`src/rtl/cim_pkg.sv`:
```
// Shared constants and types for the time-domain CIM PWM front end.
// PWM_SEQ_DOUBLE_BUFFER_EN (see pwm_frame_sequencer) does not affect this package.
package cim_pkg;

    localparam int PWM_PHASE_W  = 7;
    localparam int PWM_PERIOD   = 128;
    localparam int PWM_DUTY_MSB = 9;
    localparam int PWM_DUTY_LSB = 3;

    typedef enum logic [1:0] {
        IDLE,
        PENDING,
        RUN
    } seq_state_e;

endpackage

```
`src/rtl/pwm_phase_counter.sv`:
```
// Free-running PWM phase counter; resets and counts in lockstep with the pwm row drivers.
// wrap is high during the last cycle of each period (phase == PWM_PERIOD-1).
module pwm_phase_counter
    import cim_pkg::*;
(
    input  logic                   clk_1Mhz,
    input  logic                   reset_n,
    output logic [PWM_PHASE_W-1:0] phase,
    output logic                   wrap
);

    logic [PWM_PHASE_W-1:0] phase_reg;

    always_ff @(posedge clk_1Mhz or negedge reset_n) begin
        if (!reset_n) begin
            phase_reg <= '0;
        end else begin
            phase_reg <= phase_reg + 1'b1;
        end
    end

    assign phase = phase_reg;
    assign wrap  = (phase_reg == PWM_PHASE_W'(PWM_PERIOD - 1));

endmodule

```
`src/rtl/pwm_frame_sequencer.sv`:
```
// Launches buffered input vectors onto the pwm row drivers at period boundaries and frames them.
// Define PWM_SEQ_DOUBLE_BUFFER_EN to accept the next vector while a frame is running.
module pwm_frame_sequencer
    import cim_pkg::*;
#(
    parameter int WIDTH = 10,
    parameter int ROWS  = 8,
    parameter int CNT_W = 16
) (
    input  logic                    clk_1Mhz,
    input  logic                    reset_n,
    input  logic                    run_en,
    input  logic                    in_valid,
    output logic                    in_ready,
    input  logic [ROWS*WIDTH-1:0]   in_words,
    output logic [ROWS*WIDTH-1:0]   word_out,
    output logic                    frame_start,
    output logic                    sample_strobe,
    output logic                    busy,
    output logic [CNT_W-1:0]        frames_done
);

    logic [PWM_PHASE_W-1:0] phase;
    logic                   wrap;
    logic                   unused_phase;

    seq_state_e             state_reg, state_next;
    logic                   buf_full_reg, buf_full_next;
    logic                   frame_start_reg, frame_start_next;
    logic                   sample_strobe_reg, sample_strobe_next;
    logic [CNT_W-1:0]       frames_done_reg, frames_done_next;

    logic                   frame_active;
    logic                   transfer;
    logic                   launch;

    pwm_phase_counter u_phase (
        .clk_1Mhz (clk_1Mhz),
        .reset_n  (reset_n),
        .phase    (phase),
        .wrap     (wrap)
    );

    // Only the wrap flag matters here; the raw phase is for the drivers alongside.
    assign unused_phase = ^phase;

    assign frame_active = (state_reg == RUN);
    assign transfer     = in_valid && in_ready;
    assign launch       = wrap && buf_full_reg && run_en;
    assign busy         = frame_active || buf_full_reg;

`ifdef PWM_SEQ_DOUBLE_BUFFER_EN
    assign in_ready = !buf_full_reg;
`else
    assign in_ready = !buf_full_reg && !frame_active;
`endif

    always_ff @(posedge clk_1Mhz or negedge reset_n) begin
        if (!reset_n) begin
            state_reg         <= IDLE;
            buf_full_reg      <= 1'b0;
            frame_start_reg   <= 1'b0;
            sample_strobe_reg <= 1'b0;
            frames_done_reg   <= '0;
        end else begin
            state_reg         <= state_next;
            buf_full_reg      <= buf_full_next;
            frame_start_reg   <= frame_start_next;
            sample_strobe_reg <= sample_strobe_next;
            frames_done_reg   <= frames_done_next;
        end
    end

    always_comb begin
        state_next         = state_reg;
        buf_full_next      = buf_full_reg;
        frame_start_next   = 1'b0;
        sample_strobe_next = 1'b0;
        frames_done_next   = frames_done_reg;

        // A transfer on the wrap edge lands in the buffer after the launch decision,
        // so it waits a whole period.
        if (transfer) begin
            buf_full_next = 1'b1;
        end

        if (wrap) begin
            frame_start_next   = launch;
            sample_strobe_next = frame_active;
            if (frame_active) begin
                frames_done_next = frames_done_reg + 1'b1;
            end
            if (launch) begin
                buf_full_next = 1'b0;
                state_next    = RUN;
            end else if (buf_full_next) begin
                state_next    = PENDING;
            end else begin
                state_next    = IDLE;
            end
        end else if (transfer && (state_reg == IDLE)) begin
            state_next = PENDING;
        end
    end

    generate
        for (genvar gi = 0; gi < ROWS; gi++) begin : g_row
            logic [WIDTH-1:0] bufq_reg;
            logic [WIDTH-1:0] word_reg;

            always_ff @(posedge clk_1Mhz or negedge reset_n) begin
                if (!reset_n) begin
                    bufq_reg <= '0;
                    word_reg <= '0;
                end else begin
                    if (transfer) begin
                        bufq_reg <= in_words[gi*WIDTH +: WIDTH];
                    end
                    if (wrap) begin
                        word_reg <= launch ? bufq_reg : '0;
                    end
                end
            end

            assign word_out[gi*WIDTH +: WIDTH] = word_reg;
        end
    endgenerate

    assign frame_start   = frame_start_reg;
    assign sample_strobe = sample_strobe_reg;
    assign frames_done   = frames_done_reg;

endmodule

```
`config.mk`:
```
export PLATFORM = sky130hd
export DESIGN_NAME = pwm_frame_sequencer
export DESIGN_NICKNAME = d
export VERILOG_FILES = /design/src/rtl/cim_pkg.sv /design/src/rtl/pwm_phase_counter.sv /design/src/rtl/pwm_frame_sequencer.sv
export SDC_FILE = /design/constraint.sdc
export NUM_CORES = 1
export LEC_CHECK = 0
export BUFFER_PORTS_ARGS = -buffer_cell sky130_fd_sc_hd__buf_2
export CAP_MARGIN = 25
export CORE_MARGIN = 1
export CORE_UTILIZATION = 45
export DETAILED_ROUTE_END_ITERATION = 7
export PLACE_DENSITY = 0.72
export SYNTH_ARGS = -nofsm -noshare
export SYNTH_HDL_FRONTEND = slang
export SYNTH_SLANG_ARGS = --single-unit
```
`constraint.sdc`:
```
create_clock -name clk_1Mhz -period 1.7 [get_ports clk_1Mhz]
set_input_delay 0.255 -clock clk_1Mhz [delete_from_list [all_inputs] [get_ports clk_1Mhz]]
set_output_delay 0.255 -clock clk_1Mhz [all_outputs]
set_load 0.02 [all_outputs]
```
==> flow_summary.toml, run 1 <==
[worst_setup_path]
cp-start-kind = "flip-flop"
cp_max_fo = 16
rr_worst_depth = 7
path_cells = "ha_1, and4_4, nand2_4, nor2_4, buf_12, clkbuf_16, a22o_1"
r2r_slack_ps = 20
cpMaxStageDelayCell = "dfrtp_1"
cp_num_buf_inv = 2
cp_data_arrival_time_ps = 1990
critPathCaptureType = "flip-flop"
cp.required_ps = 2000
crit_type = "flip-flop to flip-flop"
r2r-end = "g_row[6].word_reg[6]$_DFFE_PN0N_"
r2r_start = "u_phase.phase[0]$_DFF_PN0_"
max_stage_delay_ps = 400
cp_top_family = "flip-flops"

[power]
clock_power_share_pct = 36.5
ir_worst_vdd_uv = 673.3
switching_share_pct = 23.10
comb_power_share_pct = 10.2
p_int_mw = 8.065
seqPwrFrac_pct = 53.4
p_total_mw = 10.49
p_sw_mw = 2.423
p_leak_nw = 4.643
p_per_area_nw_per_um2 = 1142

[worst_hold_path]
whs_path_depth = 2
worstHoldPathType = "input pin to flip-flop"
hold_start = "in_words[20]"
holdPathEnd = "g_row[2].bufq_reg[0]$_DFFE_PN0P_"

[detailed_routing]
routed_wl_mm = 15.75
firstDrtPassIters = 4
drtAntennaViolNets = 0
vias = 4620
drt_iter0_markers = 243
drc = 0
post_drt_via_cell_ratio = 5.220
wl_per_cell_microns = 17.80

[clock_tree]
cts_tree = "built"
cts_made_buffers = 17
cts_root_buf = "clkbuf_16"
h-tree-depth = 4
cts.sinks = 188
clk_pin_slew_worst_paths_ps = 70
ctsLongestPathBuffers = 2
worst_skew_pair.late_latency_ps = 420

[sta]
relSlewSlack_pct = 67.60
timing.fmax_mhz = 593.7
period_needed_ps = 1684
hold_viol_final = 0
setup_viol = 0
fin_worst_skew_ps = 6.710
finalSetupTns_ps = 0
post-route-period-util_pct = 99.08
whs_ps = 60.84
worst_slew_pin_slew_ps = 486.1
slew_violations = 0
rsz0062_at_grt = "yes"

[placement]
gp_congestion = 0.7423
placement.cell_area_sq_um = 8369
hpwlAfterDp_mm = 10.09
numPortBuffers = 183
dp.cells = 841

[floorplan]
die_w_microns = 127.6
num_rows = 45
die_h_microns = 127.6
ios = 184
initial_utilization_pct = 46.33
fp.dieArea_sq_um = 16270
placeableCoreArea_sq_um = 15310

[yosys]
ys_ff_latch = 188
yosysTopAreaCellShare_pct = 66.30
seq_area_frac_synth_pct = 66.30
synth_area_leaders = "dfrtp_1 (66%), mux2_2 (13%), a22o_1 (9.9%)"
synth-async-reset-ratio_pct = 100.0
synth_largest_area_cell = "dfrtp_1"
yosysWarnings = 0
synth.avg_cell_area_sq_um = 15.56
synth_edf_count = 0
synth_top_flop_cell = "dfrtp_1"
yosys.cell_count.top_type = "dfrtp_1"
synth_cells = 456
syn-num-nets = 542
synth.distinct_cells = 29
syn_area_sq_um = 7096
synthTopCellsByCount = "dfrtp_1 (188), mux2_2 (81), a22o_1 (80)"

[global_route]
grt_antenna_before_repair = 0
grt_usage_pct = 19.83
grt_pass1_vias = 4817
grt_overflow = 0
grt_max_degree = 50
grt_pass1_wl_mm = 24.76

[outcome]
status = "completed"

[finish]
n_antenna_cell = 0
fin_area_sq_um = 9188
area_growth_pct = 29.48
drive_gt1_share_pct = 51.19
finalNonFillerCells = 885
layout.nets = 747

[flow_run]
cap_violations = 0
metrics by stage:
stage,utilization (%),worst slack [ps]
global route,59.99,-30.88
global placement,54.65,30.99
floorplan,-,26.19
CTS,58.78,1.134
detailed placement,54.65,-6.370
finish,59.99,15.56
layout make-up:
class                   count  area (sq um)
clock buffers              20         466.7
well taps                 211         264.0
repair buffers            214          1384
inverters                   8         30.03
clock inverters            12         111.4
fillers                  1220          6127
multi-input cells         232          2227
flip-flops and latches    188          4705
worst max path at each step:
| stage | start | end | slack, ps | cells past startpoint |
|---|---|---|---|---|
| global route | u_phase.phase[0]$_DFF_PN0_ | frames_done[10]$_DFFE_PN0P_ | -30 | 5 |
| floorplan | u_phase.phase[0]$_DFF_PN0_ | g_row[5].word_reg[0]$_DFFE_PN0N_ | 30 | 6 |
| global placement | state_reg[1]$_DFFE_PN0P_ | g_row[3].bufq_reg[2]$_DFFE_PN0P_ | 30 | 4 |
| detailed placement | state_reg[1]$_DFFE_PN0P_ | g_row[3].bufq_reg[1]$_DFFE_PN0P_ | -6 | 4 |
| finish | u_phase.phase[0]$_DFF_PN0_ | g_row[6].word_reg[6]$_DFFE_PN0N_ | 20 | 7 |
| CTS | u_phase.phase[0]$_DFF_PN0_ | g_row[6].word_reg[3]$_DFFE_PN0N_ | 1 | 6 |
power by group through the flow:
stage / sequential (mW) / combinational (mW) / clock, mW
after floorplan: 5.56 / 0.730 / 0
after global placement: 5.61 / 0.988 / 0
after detailed placement: 5.69 / 1.05 / 0
after CTS: 5.60 / 1.07 / 3.94
after global routing: 5.70 / 1.17 / 4.13
final: 5.60 / 1.07 / 3.82
logic make-up after synthesis:
kind of cell	synth area share, %
AND/OR/NAND/NOR	4.673
buffers and inverters	3.245
multiplexers	12.85
XOR/XNOR	2.469
flip-flops	66.30
AO/OA/AOI/OAI	10.10
adder cells (fa/ha/maj)	0.3526
layer usage:
metal	part of all wire, %	up-vias	track usage [%]
met2	50	142	31.92
li1	-	2072	-
met4	1.9	0	7.889
met5	0	-	0
met1	43	2385	26.07
met3	4.8	21	4.732
worst register-to-register path, cell delays in order (launching register included):
cell       delay, ps
dfrtp_1          400
ha_1             230
and4_4           230
nand2_4          100
nor2_4            50
buf_12           140
clkbuf_16        170
a22o_1           240
layout by cell type, fill, tap and decap left out, types with 2 or more instances in the layout:
cell / n
dfrtp_1: 188
buf_2: 182
mux2_2: 81
a22o_1: 80
clkbuf_16: 21
buf_4: 13
xor2_1: 12
buf_12: 10
inv_1: 8
xnor2_1: 8
nand2_1: 7
nand3_1: 7
nor3_1: 5
nor4_2: 5
clkinv_4: 5
nor2_1: 4
clkinv_2: 4
nor4_4: 3
clkbuf_8: 3
nand3_4: 2
nand3_2: 2
ha_1: 2
inv_6: 2
buf_6: 2
timing repair:
item	4_1_cts	5_1_grt
endpoints found under the setup margin	50	106
hold buffers	1	0
pin swaps	2	3
cloned	1	5
buffers inserted	2	3
gates resized for setup	2	9
endpoints found under the hold margin	44	0
(Power assumes the default switching activity.)
==> run 2: changes to the inputs <==
CELL_PAD_IN_SITES_DETAIL_PLACEMENT = 1   (was unset)
CELL_PAD_IN_SITES_GLOBAL_PLACEMENT = 1   (was unset)
CORE_UTILIZATION = 39   (was 45)
PLACE_DENSITY = unset   (was 0.72)
PLACE_DENSITY_LB_ADDON = 0.1   (was unset)
==> flow_summary.toml, run 2 (same netlist as run 1, synthesis figures left out) <==
[detailed_routing]
vias = 4783
firstDrtPassIters = 4
drc = 0
drtAntennaViolNets = 0
wl_per_cell_microns = 21.15
post_drt_via_cell_ratio = 5.205
routed_wl_mm = 19.43
drt_iter0_markers = 247

[worst_setup_path]
cp.required_ps = 2000
r2r_slack_ps = -40
critPathCaptureType = "flip-flop"
cp_data_arrival_time_ps = 2040
path_cells = "nor2b_4, nor3b_4, buf_8, buf_6, clkbuf_16, mux2_2"
cp_num_buf_inv = 3
max_stage_delay_ps = 400
cp_max_fo = 6
rr_worst_depth = 6
startpoint = "state_reg[1]$_DFFE_PN0P_"
cp-start-kind = "flip-flop"
cpMaxStageDelayCell = "dfrtp_1"
crit_type = "flip-flop to flip-flop"
cp_top_family = "simple AND/OR/NAND/NOR gates"
cp_num_cells = 6
r2r_start = "state_reg[1]$_DFFE_PN0P_"

[outcome]
violations = "negative setup slack"
status = "finished, violations left"

[sta]
timing.fmax_mhz = 575.8
slew_violations = 0
finalSetupTns_ps = -740.5
worst_slew_pin_slew_ps = 527.8
hold_viol_final = 0
setup_viol = 59
setup_slack_ps = -36.63
relSlewSlack_pct = 64.73
post-route-period-util_pct = 102.2
period_needed_ps = 1737
rsz0062_at_grt = "yes"
fin_worst_skew_ps = 11.57

[finish]
final_common_cell = "dfrtp_1"
drive_gt1_share_pct = 52.96
area_growth_pct = 38.11
mostFrequentLayoutCells = "dfrtp_1 (188), buf_2 (181), a22o_1 (80)"
layout.nets = 767
fin_area_sq_um = 9799
fill_cells = 1746

[clock_tree]
cts_root_buf = "clkbuf_16"
cts_made_buffers = 17
cts_tree = "built"
worst_skew_pair.late_latency_ps = 430
ctsLongestPathBuffers = 2
clk_pin_slew_worst_paths_ps = 70
cts.sinks = 188
h-tree-depth = 4

[global_route]
grt_pass1_vias = 5018
grt_antenna_before_repair = 1
grt_usage_pct = 18.76
grt_max_degree = 51
grt_pass1_wl_mm = 26.96
grt_overflow = 0

[worst_hold_path]
worstHoldPathType = "input pin to flip-flop"
whs_path_depth = 2
hold_start = "in_words[39]"

[placement]
hpwlAfterDp_mm = 10.84
pre_cts_slack_ps = 3.098
placement.cell_area_sq_um = 8389
gp_congestion = 0.7087
numPortBuffers = 183

[flow_run]
cap_violations = 0

[floorplan]
num_rows = 48
fp.dieArea_sq_um = 18740
ios = 184
die_w_microns = 136.9
initial_utilization_pct = 40.46
die_h_microns = 136.9
placeableCoreArea_sq_um = 17540

[power]
ir_worst_vdd_uv = 819.5
p_leak_nw = 5.009
p_per_area_nw_per_um2 = 1128
p_total_mw = 11.05
-- run 2: final timing paths --
kind | endpoint
worst max-delay path | g_row[6].bufq_reg[6]$_DFFE_PN0P_
worst min-delay path | g_row[3].bufq_reg[9]$_DFFE_PN0P_
worst max register to register | g_row[6].bufq_reg[6]$_DFFE_PN0P_
worst min register to register | u_phase.phase[0]$_DFF_PN0_
max in group asynchronous | g_row[2].word_reg[1]$_DFFE_PN0N_
min in group asynchronous | frames_done[13]$_DFFE_PN0P_
-- run 2: layout make-up --
type	instances	area [sq um]	share of cell area [%]
tap	225	281.5	2.873
multi-input combinational	232	2445	24.95
inverter	8	30.03	0.3064
sequential	188	4705	48.01
antenna	1	2.502	0.02554
clock buffer	18	429.2	4.379
clock inverter	13	166.4	1.698
timing repair buffer	234	1740	17.76
-- run 2: metal layers --
layer | routed length, microns | vias up | global-route usage (%)
met2 | 9444 | 139 | 30.40
met1 | 8576 | 2515 | 24.01
met3 | 1241 | 16 | 6.000
met4 | 170 | 0 | 5.617
met5 | 0 | - | 0
li1 | - | 2113 | -
-- run 2: power by group --
group,internal (mW),total [mW],switching (mW)
Combinational,0.938,1.35,0.410
Sequential,5.21,5.64,0.423
Clock,2.32,4.07,1.75
Total,8.47,11.1,2.58
-- run 2: through the flow --
| step | hold WS (ps) | instances | util, % |
|---|---|---|---|
| finish | 54.12 | 919 | 55.88 |
| global route | 39.38 | 918 | 55.86 |
| CTS | 42.12 | 884 | 51.36 |
| detailed placement | 204.0 | 852 | 47.84 |
| global placement | 205.4 | 852 | 47.84 |
| floorplan | -40.59 | 456 | - |
-- run 2: timing repair --
| action | in CTS | in global routing |
|---|---|---|
| pin swaps | 1 | 70 |
| hold buffers | 1 | 0 |
| resized for setup | 2 | 76 |
| setup buffers | 0 | 14 |
| setup endpoints to repair | 13 | 150 |
| hold endpoints to repair | 35 | 0 |
| gates cloned | 0 | 20 |
==> run 3: changes to the inputs <==
CORE_UTILIZATION = 43   (was 39)
clock period = 1.6 ns   (was 1.7 ns; I/O delays follow)
==> flow_summary.toml, run 3 (same netlist as run 1, synthesis figures left out) <==
[detailed_routing]
firstDrtPassIters = 4
vias = 4933
wl_per_cell_microns = 22.68
drt_iter0_markers = 210
post_drt_via_cell_ratio = 5.350
drtAntennaViolNets = 0
drc = 0
routed_wl_mm = 20.91

[sta]
relSlewSlack_pct = 63.02
post-route-period-util_pct = 110.0
finalSetupTns_ps = -7360
fin_worst_skew_ps = 10.49
rsz0062_at_grt = "yes"
whs_ps = 35.79
period_needed_ps = 1759
setup_slack_ps = -159.3
slew_violations = 0
timing.fmax_mhz = 568.4
hold_viol_final = 0
setup_viol = 94
worst_slew_pin_slew_ps = 553.4

[clock_tree]
clk_pin_slew_worst_paths_ps = 70
cts_made_buffers = 17
h-tree-depth = 4
cts_tree = "built"
ctsLongestPathBuffers = 2
cts_root_buf = "clkbuf_16"
cts.sinks = 188
worst_skew_pair.late_latency_ps = 430

[floorplan]
ios = 184
placeableCoreArea_sq_um = 16000
initial_utilization_pct = 44.35
die_h_microns = 130.5
fp.dieArea_sq_um = 17020
num_rows = 46
die_w_microns = 130.5

[global_route]
grt_pass1_wl_mm = 28.88
grt_overflow = 0
grt_antenna_before_repair = 1
grt_usage_pct = 22.87
grt_max_degree = 49
grt_pass1_vias = 5182

[flow_run]
cap_violations = 0

[worst_setup_path]
cpMaxStageDelayCell = "dfrtp_1"
cp-start-kind = "flip-flop"
rr_worst_depth = 6
r2r_start = "u_phase.phase[1]$_DFF_PN0_"
startpoint = "u_phase.phase[1]$_DFF_PN0_"
max_stage_delay_ps = 360
crit_type = "flip-flop to flip-flop"
path_cells = "ha_2, and4_4, buf_6, nand3_2, nor3_1, xnor2_1"
cp.required_ps = 1950
cp_max_fo = 6
cp_data_arrival_time_ps = 2110
critPathCaptureType = "flip-flop"

[finish]
drive_gt1_share_pct = 54.25
final_common_cell = "dfrtp_1"
area_growth_pct = 42.25
layout.nets = 780
mostFrequentLayoutCells = "dfrtp_1 (188), buf_2 (180), a22o_1 (80)"
n_antenna_cell = 0

[power]
p_leak_nw = 5.227
p_sw_mw = 2.839
p_int_mw = 9.349
p_per_area_nw_per_um2 = 1207
clock_power_share_pct = 37.4
seqPwrFrac_pct = 49.4
comb_power_share_pct = 13.2
switching_share_pct = 23.29
ir_worst_vdd_uv = 824.9

[outcome]
status = "finished, violations left"
violations = "negative setup slack"

[worst_hold_path]
worstHoldPathType = "input pin to flip-flop"
whs_path_depth = 2
hold_start = "in_words[11]"

[placement]
numPortBuffers = 183
hpwlAfterDp_mm = 11.32
gp_congestion = 0.7590
run 3: cell types whose count changed in the layout (fill, tap and decap cells not counted), sizes merged:
cell      previous run  this run
buf                222       238
clkinvlp             5         1
clkbuf              29        26
clkinv               3         5
bufinv               3         4
diode                1         0
inv                 10        11
run 3: per-stage QoR:
| stage | instance area [sq um] | power [mW] | util (%) | instances | setup WS [ps] |
|---|---|---|---|---|---|
| final | 10090 | 12.19 | 63.08 | 922 | -159.3 |
| after floorplan | 7099 | 6.679 | - | 456 | 27.27 |
| after global placement | 8463 | 7.035 | 52.89 | 854 | -1.056 |
| after detailed placement | 8463 | 7.198 | 52.89 | 854 | -70.00 |
| after CTS | 9503 | 11.76 | 59.39 | 906 | -71.20 |
| after global routing | 10090 | 12.63 | 63.08 | 922 | -243.6 |
run 3: worst paths after layout:
kind	end	slack [ps]
setup / recovery	frames_done[7]$_DFFE_PN0P_	-160
hold / removal	g_row[1].bufq_reg[1]$_DFFE_PN0P_	40
setup reg to reg	frames_done[7]$_DFFE_PN0P_	-160
hold reg to reg	frames_done[14]$_DFFE_PN0P_	490
max in group asynchronous	g_row[7].word_reg[8]$_DFFE_PN0N_	710
min in group asynchronous	frames_done[1]$_DFFE_PN0P_	290
run 3: timing repair:
| action | in CTS | in global routing |
|---|---|---|
| endpoints found under the hold margin | 29 | 0 |
| gates resized for setup | 29 | 81 |
| pin swaps | 7 | 11 |
| gates cloned | 7 | 8 |
| hold buffers | 1 | 0 |
| setup buffers | 13 | 8 |
| setup endpoints to repair | 131 | 175 |
run 3: critical path, delay by kind of cell (launching register included):
family / cells / cell delay [ps]
simple gates: 3 / 830
flops: 1 / 360
fa+ha+maj: 1 / 180
buf+inv: 1 / 130
xor+xnor: 1 / 180
run 3: power groups by stage:
stage / Combinational (mW) / Clock (mW) / Sequential (mW)
2_1_floorplan: 0.776 / 0 / 5.90
3_3_place_gp: 1.07 / 0 / 5.97
3_5_place_dp: 1.14 / 0 / 6.06
4_1_cts: 1.19 / 4.59 / 5.97
5_1_grt: 1.73 / 4.77 / 6.12
6_report: 1.61 / 4.56 / 6.02
run 3: layout make-up:
class,instances,area [sq um]
Tap cell,216,270.3
Clock buffer,18,439.2
Clock inverter,13,188.9
Inverter,8,30.03
Timing Repair Buffer,247,1916
Fill cell,1571,5907
Multi-Input combinational cell,232,2545
Sequential cell,188,4705
run 3: per-layer routing:
metal / vias up / share of wire, % / track usage (%)
li1: 2134 / - / -
met1: 2630 / 43 / 28.62
met2: 142 / 51 / 38.30
met3: 25 / 4.9 / 6.637
met4: 2 / 1.4 / 7.370
met5: - / 0.086 / 0
